$ cat src/rtl/cle_pkg.sv
// Shared constants for the labeler reverse path: image geometry, FSM encodings
// and bitmap bit order.
package cle_pkg;

  localparam int IMG_DIM = 32;
  localparam int LBL_W   = 8;
  localparam int PIX_AW  = $clog2(IMG_DIM * IMG_DIM);
  localparam int BYTE_AW = PIX_AW - 3;

  // Label value that marks background pixels.
  localparam int BG_LABEL = 0;

  // Leftmost pixel of each group of eight lands in bit 7, matching the input ROM.
  localparam bit BM_MSB_FIRST = 1'b1;

  typedef logic [1:0] state_t;

  localparam logic [1:0] ST_IDLE  = 2'd0;
  localparam logic [1:0] ST_READ  = 2'd1;
  localparam logic [1:0] ST_DRAIN = 2'd2;
  localparam logic [1:0] ST_DONE  = 2'd3;

endpackage

$ cat src/rtl/cle_pack8.sv
// Packs a stream of single-bit pixels into bytes; ready pulses on the
// eighth bit of each group, with the completed byte on byte_o that cycle.
module cle_pack8
  import cle_pkg::*;
(
  input  logic       clk_i,
  input  logic       reset_i,
  input  logic       clear_i,
  input  logic       valid_i,
  input  logic       bit_i,
  output logic [7:0] byte_o,
  output logic       ready_o
);

  logic [2:0] cnt_q, cnt_d;
  logic [6:0] sr_q, sr_d;

  // The eighth bit bypasses the register so the byte is usable in the same cycle.
  assign byte_o  = BM_MSB_FIRST ? {sr_q, bit_i} : {bit_i, sr_q};
  assign ready_o = valid_i && (cnt_q == 3'd7);

  always_comb begin
    cnt_d = cnt_q;
    sr_d  = sr_q;
    if (clear_i) begin
      cnt_d = '0;
      sr_d  = '0;
    end else if (valid_i) begin
      cnt_d = cnt_q + 3'd1;
      sr_d  = BM_MSB_FIRST ? {sr_q[5:0], bit_i} : {bit_i, sr_q[6:1]};
    end
  end

  always_ff @(posedge clk_i) begin
    if (reset_i) begin
      cnt_q <= '0;
      sr_q  <= '0;
    end else begin
      cnt_q <= cnt_d;
      sr_q  <= sr_d;
    end
  end

endmodule

$ cat src/rtl/cle_label_packer.sv
// Scans the label SRAM, writes a packed 1-bit mask of one label to the bitmap
// memory and counts matches. CLE_PACKER_BBOX_EN adds bounding-box tracking.
//
// state    | meaning
// IDLE     | waiting for start
// READ     | issuing SRAM addresses 0..1023
// DRAIN    | last read data and last byte write in flight
// DONE     | results stable, finish high
module cle_label_packer #(
  parameter int IMG_DIM = cle_pkg::IMG_DIM,
  parameter int LBL_W   = cle_pkg::LBL_W
) (
  input  logic                                 clk_i,
  input  logic                                 reset_i,
  input  logic                                 start_i,
  input  logic [LBL_W-1:0]                     label_sel_i,
  input  logic [LBL_W-1:0]                     sram_q_i,
  output logic [$clog2(IMG_DIM*IMG_DIM)-1:0]   sram_a_o,
  output logic                                 sram_wen_o,
  output logic [$clog2(IMG_DIM*IMG_DIM)-4:0]   bm_a_o,
  output logic [7:0]                           bm_d_o,
  output logic                                 bm_wen_o,
  output logic [$clog2(IMG_DIM*IMG_DIM):0]     match_cnt_o,
  output logic                                 busy_o,
  output logic                                 finish_o,
  output logic [$clog2(IMG_DIM)-1:0]           bbox_xmin_o,
  output logic [$clog2(IMG_DIM)-1:0]           bbox_xmax_o,
  output logic [$clog2(IMG_DIM)-1:0]           bbox_ymin_o,
  output logic [$clog2(IMG_DIM)-1:0]           bbox_ymax_o
);

  import cle_pkg::*;

  localparam int AW = $clog2(IMG_DIM * IMG_DIM);
  localparam int CW = $clog2(IMG_DIM);
  localparam int BW = AW - 3;

  state_t           state_q, state_d;
  logic [AW-1:0]    sram_a_q, sram_a_d;
  logic [LBL_W-1:0] label_q, label_d;
  logic             valid_q, valid_d;
  logic [AW-1:0]    pix_q, pix_d;
  logic [AW:0]      cnt_q, cnt_d;
  logic [BW-1:0]    bm_a_q, bm_a_d;
  logic [7:0]       bm_d_q, bm_d_d;
  logic             bm_wen_q, bm_wen_d;

  logic             start_ok;
  logic             match;
  logic [7:0]       pk_byte;
  logic             pk_ready;

  assign start_ok = start_i && ((state_q == ST_IDLE) || (state_q == ST_DONE));
  assign match    = valid_q && (sram_q_i == label_q);

  cle_pack8 u_pack8 (
    .clk_i   (clk_i),
    .reset_i (reset_i),
    .clear_i (start_ok),
    .valid_i (valid_q),
    .bit_i   (match),
    .byte_o  (pk_byte),
    .ready_o (pk_ready)
  );

  always_comb begin
    state_d  = state_q;
    sram_a_d = sram_a_q;
    label_d  = label_q;
    pix_d    = pix_q;
    cnt_d    = cnt_q;
    bm_a_d   = bm_a_q;
    bm_d_d   = bm_d_q;
    bm_wen_d = 1'b1;
    // Read data trails the address by one cycle.
    valid_d  = (state_q == ST_READ);

    case (state_q)
      ST_IDLE, ST_DONE: begin
        if (start_ok) begin
          state_d  = ST_READ;
          label_d  = label_sel_i;
          sram_a_d = '0;
          pix_d    = '0;
          cnt_d    = '0;
        end
      end
      ST_READ: begin
        if (sram_a_q == '1) begin
          state_d = ST_DRAIN;
        end else begin
          sram_a_d = sram_a_q + 1'b1;
        end
      end
      ST_DRAIN: begin
        // Leave once the final byte write is on the bus.
        if (!bm_wen_q && (bm_a_q == '1)) begin
          state_d = ST_DONE;
        end
      end
      default: state_d = ST_IDLE;
    endcase

    if (valid_q) begin
      pix_d = pix_q + 1'b1;
      cnt_d = cnt_q + {{AW{1'b0}}, match};
    end

    if (pk_ready) begin
      bm_a_d   = pix_q[AW-1:3];
      bm_d_d   = pk_byte;
      bm_wen_d = 1'b0;
    end
  end

  always_ff @(posedge clk_i) begin
    if (reset_i) begin
      state_q  <= ST_IDLE;
      sram_a_q <= '0;
      label_q  <= LBL_W'(BG_LABEL);
      valid_q  <= 1'b0;
      pix_q    <= '0;
      cnt_q    <= '0;
      bm_a_q   <= '0;
      bm_d_q   <= '0;
      bm_wen_q <= 1'b1;
    end else begin
      state_q  <= state_d;
      sram_a_q <= sram_a_d;
      label_q  <= label_d;
      valid_q  <= valid_d;
      pix_q    <= pix_d;
      cnt_q    <= cnt_d;
      bm_a_q   <= bm_a_d;
      bm_d_q   <= bm_d_d;
      bm_wen_q <= bm_wen_d;
    end
  end

  assign sram_a_o    = sram_a_q;
  assign sram_wen_o  = 1'b1;
  assign bm_a_o      = bm_a_q;
  assign bm_d_o      = bm_d_q;
  assign bm_wen_o    = bm_wen_q;
  assign match_cnt_o = cnt_q;
  assign busy_o      = (state_q == ST_READ) || (state_q == ST_DRAIN);
  assign finish_o    = (state_q == ST_DONE);

`ifdef CLE_PACKER_BBOX_EN
  logic [CW-1:0] xmin_q, xmin_d, xmax_q, xmax_d;
  logic [CW-1:0] ymin_q, ymin_d, ymax_q, ymax_d;
  logic [CW-1:0] pix_x, pix_y;

  assign pix_x = pix_q[CW-1:0];
  assign pix_y = pix_q[AW-1:CW];

  // Empty box is min > max, so a run with no matches reads back 31/0.
  always_comb begin
    xmin_d = xmin_q;
    xmax_d = xmax_q;
    ymin_d = ymin_q;
    ymax_d = ymax_q;
    if (start_ok) begin
      xmin_d = '1;
      xmax_d = '0;
      ymin_d = '1;
      ymax_d = '0;
    end else if (match) begin
      if (pix_x < xmin_q) xmin_d = pix_x;
      if (pix_x > xmax_q) xmax_d = pix_x;
      if (pix_y < ymin_q) ymin_d = pix_y;
      if (pix_y > ymax_q) ymax_d = pix_y;
    end
  end

  always_ff @(posedge clk_i) begin
    if (reset_i) begin
      xmin_q <= '1;
      xmax_q <= '0;
      ymin_q <= '1;
      ymax_q <= '0;
    end else begin
      xmin_q <= xmin_d;
      xmax_q <= xmax_d;
      ymin_q <= ymin_d;
      ymax_q <= ymax_d;
    end
  end

  assign bbox_xmin_o = xmin_q;
  assign bbox_xmax_o = xmax_q;
  assign bbox_ymin_o = ymin_q;
  assign bbox_ymax_o = ymax_q;
`else
  assign bbox_xmin_o = '0;
  assign bbox_xmax_o = '0;
  assign bbox_ymin_o = '0;
  assign bbox_ymax_o = '0;
`endif

endmodule

$ cat config.mk
export PLATFORM = sky130hd
export DESIGN_NAME = cle_label_packer
export DESIGN_NICKNAME = d
export VERILOG_FILES = /design/src/rtl/cle_pkg.sv /design/src/rtl/cle_pack8.sv /design/src/rtl/cle_label_packer.sv
export SDC_FILE = /design/constraint.sdc
export NUM_CORES = 1
export LEC_CHECK = 0
export ABC_AREA = 1
export CORE_MARGIN = 4
export CORE_UTILIZATION = 45
export DETAILED_ROUTE_END_ITERATION = 16
export GPL_TIMING_DRIVEN = 1
export PLACE_DENSITY = 0.85
export SLEW_MARGIN = 20
export SYNTH_ARGS = -nofsm -noshare
export SYNTH_HDL_FRONTEND = slang
export SYNTH_SLANG_ARGS = --single-unit
$ cat constraint.sdc
create_clock -name clk_i -period 1.8 [get_ports clk_i]
set_input_delay 0.36 -clock clk_i [delete_from_list [all_inputs] [get_ports clk_i]]
set_output_delay 0.36 -clock clk_i [all_outputs]
set_load 0.01 [all_outputs]
==> metrics.md, run 1 <==
| Metric | Value |
|---|---|
| Status | finished with violations |
| Failing checks | negative setup slack |
| Worst hold stages | 2 |
| Vias in the first global route | roughly 3300 |
| Area Overhead vs Synth | 36.12% |
| Worst hold path type | register to register |
| Clk root buf | clkbuf_8 |
| Initial antenna violation count | 0 |
| Max-Cap Viols | 0 |
| Endpoint class of the critical path | register |
| Final #Nets | 590 |
| Wire length per cell | about 13 µm |
| IO Pins | a little under 80 |
| Worst-path clk slew | 0.08 ns |
| Core area | 7253 µm² |
| Max H-tree Level | 3 |
| Vias per cell | 4.932 |
| Yosys warning count | 0 |
| Placed Instances | 638 |
| Top cells by area, synth | dfxtp_1 (41%), nand2_1 (14%), a21oi_1 (6.4%) |
| Initial Util | 0.4628 |
| Met3 GRT Util | 0.03984 |
| Slowest cell on crit path | dfxtp_1 |
| First-pass GRT wire length | roughly 14000 µm |
| Post-synth EDFFs | 0 |
| Post-synth top flop | dfxtp_1 |
| Final Util | 0.6300 |
| Worst Path Required | about 2.1 ns |
| Worst setup margin | -0.04278 ns |
| DR pass1 iterations | 4 |
| Worst path max stage delay | between 0.3 and 0.4 ns |
| CTS tree | built |
| Clock skew after layout | 0.008485 ns |
| Buffers on Ports | 57 |
| Met2 usage | 0.3457 |
| Die ar. | between 8000 and 9000 µm² |
| Ant diodes | 0 |
| Fmax | 542.7 MHz |
| HPWL Detailed | 6008 µm |
| DR vias | 3280 |
| Clk sink count | 68 |
| Post-DP Area | 4088 µm² |
| Final non-filler cell area | 4569 µm² |
| Sequential fraction of the synthesis area | 0.4055 |
| Cts bufs inserted | 9 |
| Row count | 31 |
| Post-Synthesis Cells | 475 |
| Pwr/cell area | 1075 nW/µm² |
| Iteration-0 DRC Markers | 176 |
| Critical path class | register to register |
| Synth cell types | 37 |
| Syn Std Cell Area | 3357 µm² |
| Worst-Skew Late Latency | 0.35 ns |
| Critical Path AT | 2.13 ns |
| Remaining DRCs | 0 |
| Crit share post-route | 1.024 |
| Grt total ovfl | 0 |
| Share of layout cells above drive strength 1 | 0.2049 |
| Reg2Reg Depth | 13 |
| Final hold violation count | 0 |
| Max IR drop VDD | 471.2 µV |
| Die width | 94.37 µm |
| Pleak | 1.878 nW |
| GR met1 Demand/Resource | 0.2439 |
| Most frequent cell on the critical path | buf_4 |
| Crit path launch type | register |
| Gr usage total | 0.2024 |
| Non-filler instance count after layout | 665 |
| Synthesized area per cell | 7.067 µm² |
| Setup repair after global routing missed its margin | true |
| Crit-path cells | inv_2 > nand2_2 > o21ai_2 > nor3_2 > nand3_2 > buf_4 > buf_6 > buf_6 > buf_4 > buf_4 > buf_4 > buf_4 > a21oi_2 |
| Post-synth top area share | 0.4055 |
| Total Wirelength | 8833 µm |
| Largest fanout on the critical path | 3 |
| Flops & latches, synth | 68 |
| Final setup viols | 4 |
| Most used routing layer in global routing | met2 |
| Final ANT Viol Nets | 0 |
| Clock Path Buffers | 2 |
| Min cycle time layout | about 1.8 ns |
| Die Y | 94.37 µm |
| Max-slew violations | 0 |
| Routability cong. | roughly 0.87 |
| Leading area contributor after synthesis | dfxtp_1 |
| Async set-reset flop share out of synthesis | 0 |
| Pin count of the biggest net entering global routing | 38 |
==> metrics by stage <==
| step | worst slack (ns) | TNS, ns | hold slack, ns | power [mW] |
|---|---|---|---|---|
| finish | -0.04278 | -0.1332 | 0.4709 | 4.913 |
| global route | -0.1983 | -1.181 | 0.4917 | 5.222 |
| CTS | -0.07023 | -0.3176 | 0.4752 | 4.849 |
| detailed placement | -0.6579 | -4.788 | 0.4627 | 3.503 |
| global placement | -0.5533 | -3.992 | 0.4484 | 3.431 |
| floorplan | 0.02611 | 0 | 0.4369 | 2.918 |
==> state kept, by name, indices dropped and copies added (netlist names), 3 cells and up <==
name and flops:
u_pack8.cnt_q 3, pix_q 10, bm_d_o 8, match_cnt_o 11, sram_a_o 10, label_q 8, bm_a_o 7, u_pack8.sr_q 7
==> metal layers <==
layer	vias up	routed length (µm)
met4	0	170
met5	-	0
met3	15	536
li1	1653	-
met1	1514	3648
met2	98	4477
==> cell usage in the layout (no fill, tap or decap), drive strengths merged, types with 6 or more instances in the layout <==
cell | netlist | routed
a21oi | 44 | 44
buf | 33 | 35
clkbuf | 3 | 9
clkdlybuf4s50 | 0 | 47
conb | 2 | 21
dfxtp | 68 | 68
dlygate4sd2 | 0 | 9
ha | 10 | 10
inv | 48 | 51
nand2 | 126 | 126
nand3 | 21 | 21
nand4 | 6 | 6
nor2 | 56 | 56
nor3 | 8 | 8
o21ai | 27 | 27
==> power by group <==
group	switching, mW	internal, mW
Sequential	0.118	1.66
Combinational	1.09	0.752
Clock	0.637	0.661
==> cells in the mapped netlist, types with 3 or more instances <==
library cell  number
buf_2              9
o22ai_1            4
nor2_2             3
a21oi_1           43
ha_1              10
nor2_1            51
inv_1             46
nor3_1             8
dfxtp_1           68
nand4_1            5
buf_4             21
xor2_1             3
clkbuf_1           3
nand2_1          123
o21ai_0           27
nand3_1           19
==> critical path: cells and delay by family (launching register included) <==
kind,cells,cell delay [ns]
buf+inv,8,0.90
simple gates,3,0.36
flops,1,0.33
compound gates,2,0.18
==> cell type report <==
cell class | instances | area [µm²]
flip-flops and latches | 68 | 1373
well taps | 99 | 123.9
inverters | 50 | 191.4
clock inverters | 7 | 82.58
fillers | 605 | 2684
multi-input cells | 340 | 1824
repair buffers | 92 | 850.8
clock buffers | 9 | 123.9
==> worst paths after layout <==
check,end,slack [ns],start
max,bm_d_o[0]$_SDFFE_PP0P_,-0.04,label_q[3]$_SDFFE_PP0P_
min,u_pack8.cnt_q[2]$_SDFFE_PP0P_,0.47,u_pack8.cnt_q[2]$_SDFFE_PP0P_
max reg2reg,bm_d_o[0]$_SDFFE_PP0P_,-0.04,label_q[3]$_SDFFE_PP0P_
min reg2reg,u_pack8.cnt_q[2]$_SDFFE_PP0P_,0.47,u_pack8.cnt_q[2]$_SDFFE_PP0P_
==> repair_timing <==
action,4_1_cts,5_1_grt
endpoints found under the setup margin,10,16
hold buffers,0,0
buffers inserted,11,4
pin swaps,12,14
cloned,0,0
gates resized for setup,44,31
==> logic make-up after synthesis <==
logic type | Yosys count | share of synthesized area
AND/OR/NAND/NOR | 220 | 0.2821
buffers and inverters | 86 | 0.1252
AO/OA/AOI/OAI | 84 | 0.1345
flip-flops | 68 | 0.4055
adder cells (fa/ha/maj) | 10 | 0.03727
XOR/XNOR | 5 | 0.01305
other | 2 | 0.002237
Note: power is estimated with default switching activity, not from simulation.
==> run 2, diff against run 1 <==
- REMOVE_ABC_BUFFERS: not set -> 1
==> run 2 against run 1 <==
The run still ends with negative setup slack left; clock-buffer cell count is 3 higher; worst setup slack worse by 0.074 ns; core utilization is 0.72 points lower; global-route usage is 2.0 points lower; non-clock buffer count is 6 lower; sequential share of layout area is 0.27 points higher; die area stayed put; register-to-register slack worse by 0.07 ns; design area is 1.2% lower; combinational power hardly changed; first-iteration DRC count is 25% lower; critical endpoint is now match_cnt_o[10]$_SDFFE_PP0P_.
==> metrics.md, run 2 (synthesized netlist as in run 1, its figures left out) <==
| Metric | Value |
|---|---|
| Die ar. | 8906 µm² (unchanged) |
| Die Y | 94.37 µm (unchanged) |
| Wire length per cell | 12.43 µm (was 13.28 µm) |
| Total power | 5.149 mW (was 4.913 mW) |
| DR pass1 iterations | 4 (unchanged) |
| Pwr/cell area | 1140 nW/µm² (was 1075 nW/µm²) |
| Buffers on Ports | 57 (unchanged) |
| Min cycle time layout | 1.917 ns (was 1.843 ns) |
| Endpoint class of the critical path | register (unchanged) |
| Setup repair after global routing missed its margin | true (unchanged) |
| Row count | 31 (unchanged) |
| Iteration-0 DRC Markers | 132 (was 176) |
| Most frequent cells in the layout | nand2_1 (118), dfxtp_1 (62), clkdlybuf4s50_1 (49), nor2_1 (47), a21oi_1 (41) (was nand2_1 (119), dfxtp_1 (59), nor2_1 (48), clkdlybuf4s50_1 (47)) |
| Grt total ovfl | 0 (unchanged) |
| Final setup viols | 7 (was 4) |
| Worst-Skew Late Latency | 0.34 ns (was 0.35 ns) |
| Initial Util | 0.4628 (unchanged) |
| Status | finished with violations (unchanged) |
| Failing checks | negative setup slack (unchanged) |
| Routability cong. | 0.8904 (was 0.8656) |
| Final hold violation count | 0 (unchanged) |
| Cts bufs inserted | 9 (unchanged) |
| Total Wirelength | 8194 µm (was 8833 µm) |
| Clk root buf | clkbuf_8 (unchanged) |
| Final #Nets | 584 (was 590) |
| Max H-tree Level | 3 (unchanged) |
| Pleak | 1.878 nW (about the same) |
| Area Overhead vs Synth | 34.55% (was 36.12%) |
| Pin count of the biggest net entering global routing | 38 (unchanged) |
| Initial antenna violation count | 0 (unchanged) |
| Critical path class | register to register (unchanged) |
| Crit path launch type | register (unchanged) |
| Core area | 7253 µm² (unchanged) |
| Worst Path Required | 2.02 ns (was 2.08 ns) |
| Clock Path Buffers | 2 (unchanged) |
| Die width | 94.37 µm (unchanged) |
| Vias in the first global route | 2968 (was 3254) |
| Final setup TNS | -0.3009 ns (was -0.1332 ns) |
| IO Pins | 79 (unchanged) |
| Share of layout cells above drive strength 1 | 0.1732 (was 0.2049) |
| First-pass GRT wire length | 12890 µm (was 14370 µm) |
| Critical Path AT | 2.14 ns (was 2.13 ns) |
| Ant diodes | 0 (unchanged) |
| FF-to-FF Start | valid_q$_SDFF_PP0_ (was label_q[3]$_SDFFE_PP0P_) |
| Most common cell after layout, fill and taps aside | nand2_1 (unchanged) |
| Gr usage total | 0.1824 (was 0.2024) |
| Max-slew violations | 0 (unchanged) |
| Crit share post-route | 1.065 (was 1.024) |
| Clk sink count | 68 (unchanged) |
| DR vias | 3248 (was 3280) |
| Crit path from | valid_q$_SDFF_PP0_ (was label_q[3]$_SDFFE_PP0P_) |
| Hold Crit Start | u_pack8.sr_q[6]$_SDFFE_PP0P_ (was u_pack8.cnt_q[2]$_SDFFE_PP0P_) |
| HPWL Detailed | 5741 µm (was 6008 µm) |
| Largest fanout on the critical path | 3 (unchanged) |
| Remaining DRCs | 0 (unchanged) |
| Vias per cell | 4.929 (was 4.932) |
| Max-Cap Viols | 0 (unchanged) |
| Worst setup margin | -0.1171 ns (was -0.04278 ns) |
| Max reg flops | 11 (unchanged) |
| Worst hold path type | register to register (unchanged) |
| Final ANT Viol Nets | 0 (unchanged) |
| Worst-path clk slew | 0.07 ns (was 0.08 ns) |
| Hold buffer count at CTS | 0 (unchanged) |
| CTS tree | built (unchanged) |
| Max IR drop VDD | 480.0 µV (was 471.2 µV) |
| Clock skew after layout | 0.007926 ns (was 0.008485 ns) |
| Fmax | 521.6 MHz (was 542.7 MHz) |
[run 2: cell count changes in the layout (fill, tap and decap cells not counted), moves of 3 or more]
cell      previous run  this run
dfxtp_1             59        62
a21oi_1             38        41
buf_4               30        25
dfxtp_2              9         6
clkinv_4             3         0
inv_6                3         0
a21oi_2              6         3
[run 2: repair_timing]
item / in CTS / in global routing
setup endpoints to repair: 11 / 17
gates resized for setup: 29 / 28
setup buffers: 2 / 5
pin swaps: 11 / 10
[run 2: final timing paths]
kind | end | slack (ns) | cells after the start
worst max-delay path | match_cnt_o[10]$_SDFFE_PP0P_ | -0.12 | 15
worst min-delay path | u_pack8.sr_q[6]$_SDFFE_PP0P_ | 0.46 | 2
worst max register to register | match_cnt_o[10]$_SDFFE_PP0P_ | -0.12 | 15
worst min register to register | u_pack8.sr_q[6]$_SDFFE_PP0P_ | 0.46 | 2
[run 2: layout make-up]
| type | count | area [µm²] |
|---|---|---|
| fillers | 626 | 2736 |
| multi-input cells | 340 | 1783 |
| flip-flops and latches | 68 | 1369 |
| repair buffers | 86 | 803.3 |
| inverters | 50 | 187.7 |
| clock buffers | 12 | 155.1 |
| well taps | 99 | 123.9 |
| clock inverters | 4 | 95.09 |
[run 2: where the power goes]
part | internal [mW] | switching (mW) | leakage [nW] | total, mW
clock | 0.995 | 0.566 | 0.127 | 1.56
sequential | 1.66 | 0.117 | 0.553 | 1.77
combinational | 0.737 | 1.08 | 1.20 | 1.81
[run 2: worst max-delay path: stages (launching register included)]
cell and delay, ns:
dfxtp_2 0.34, inv_2 0.05, a21oi_2 0.10, nand2_1 0.09, nor2_2 0.13, nand3_2 0.12
inv_2 0.08, ha_4 0.14, ha_4 0.13, nand2_2 0.05, inv_2 0.08, nand3_2 0.09
nor3_2 0.18, nand3_1 0.09, nand2_1 0.08, nor2_1 0.04
[run 2: per-layer routing]
| layer | GRT usage | vias to the layer above | wire (µm) |
|---|---|---|---|
| li1 | - | 1642 | - |
| met1 | 0.2135 | 1505 | 3447 |
| met2 | 0.3091 | 91 | 4114 |
| met3 | 0.05896 | 10 | 525 |
| met4 | 0.07220 | 0 | 108 |
| met5 | 0 | - | 0 |
[run 2: stage by stage]
stage | hold slack, ns | cells | instance area (µm²) | util | setup WS (ns)
2_1_floorplan | 0.4224 | 458 | 3196 | - | -0.9872
3_3_place_gp | 0.4481 | 636 | 4068 | 0.5608 | -0.6668
3_5_place_dp | 0.4521 | 636 | 4068 | 0.5608 | -0.7501
4_1_cts | 0.4613 | 654 | 4395 | 0.6060 | -0.1583
5_1_grt | 0.4817 | 659 | 4517 | 0.6227 | -0.2913
6_report | 0.4589 | 659 | 4517 | 0.6227 | -0.1171
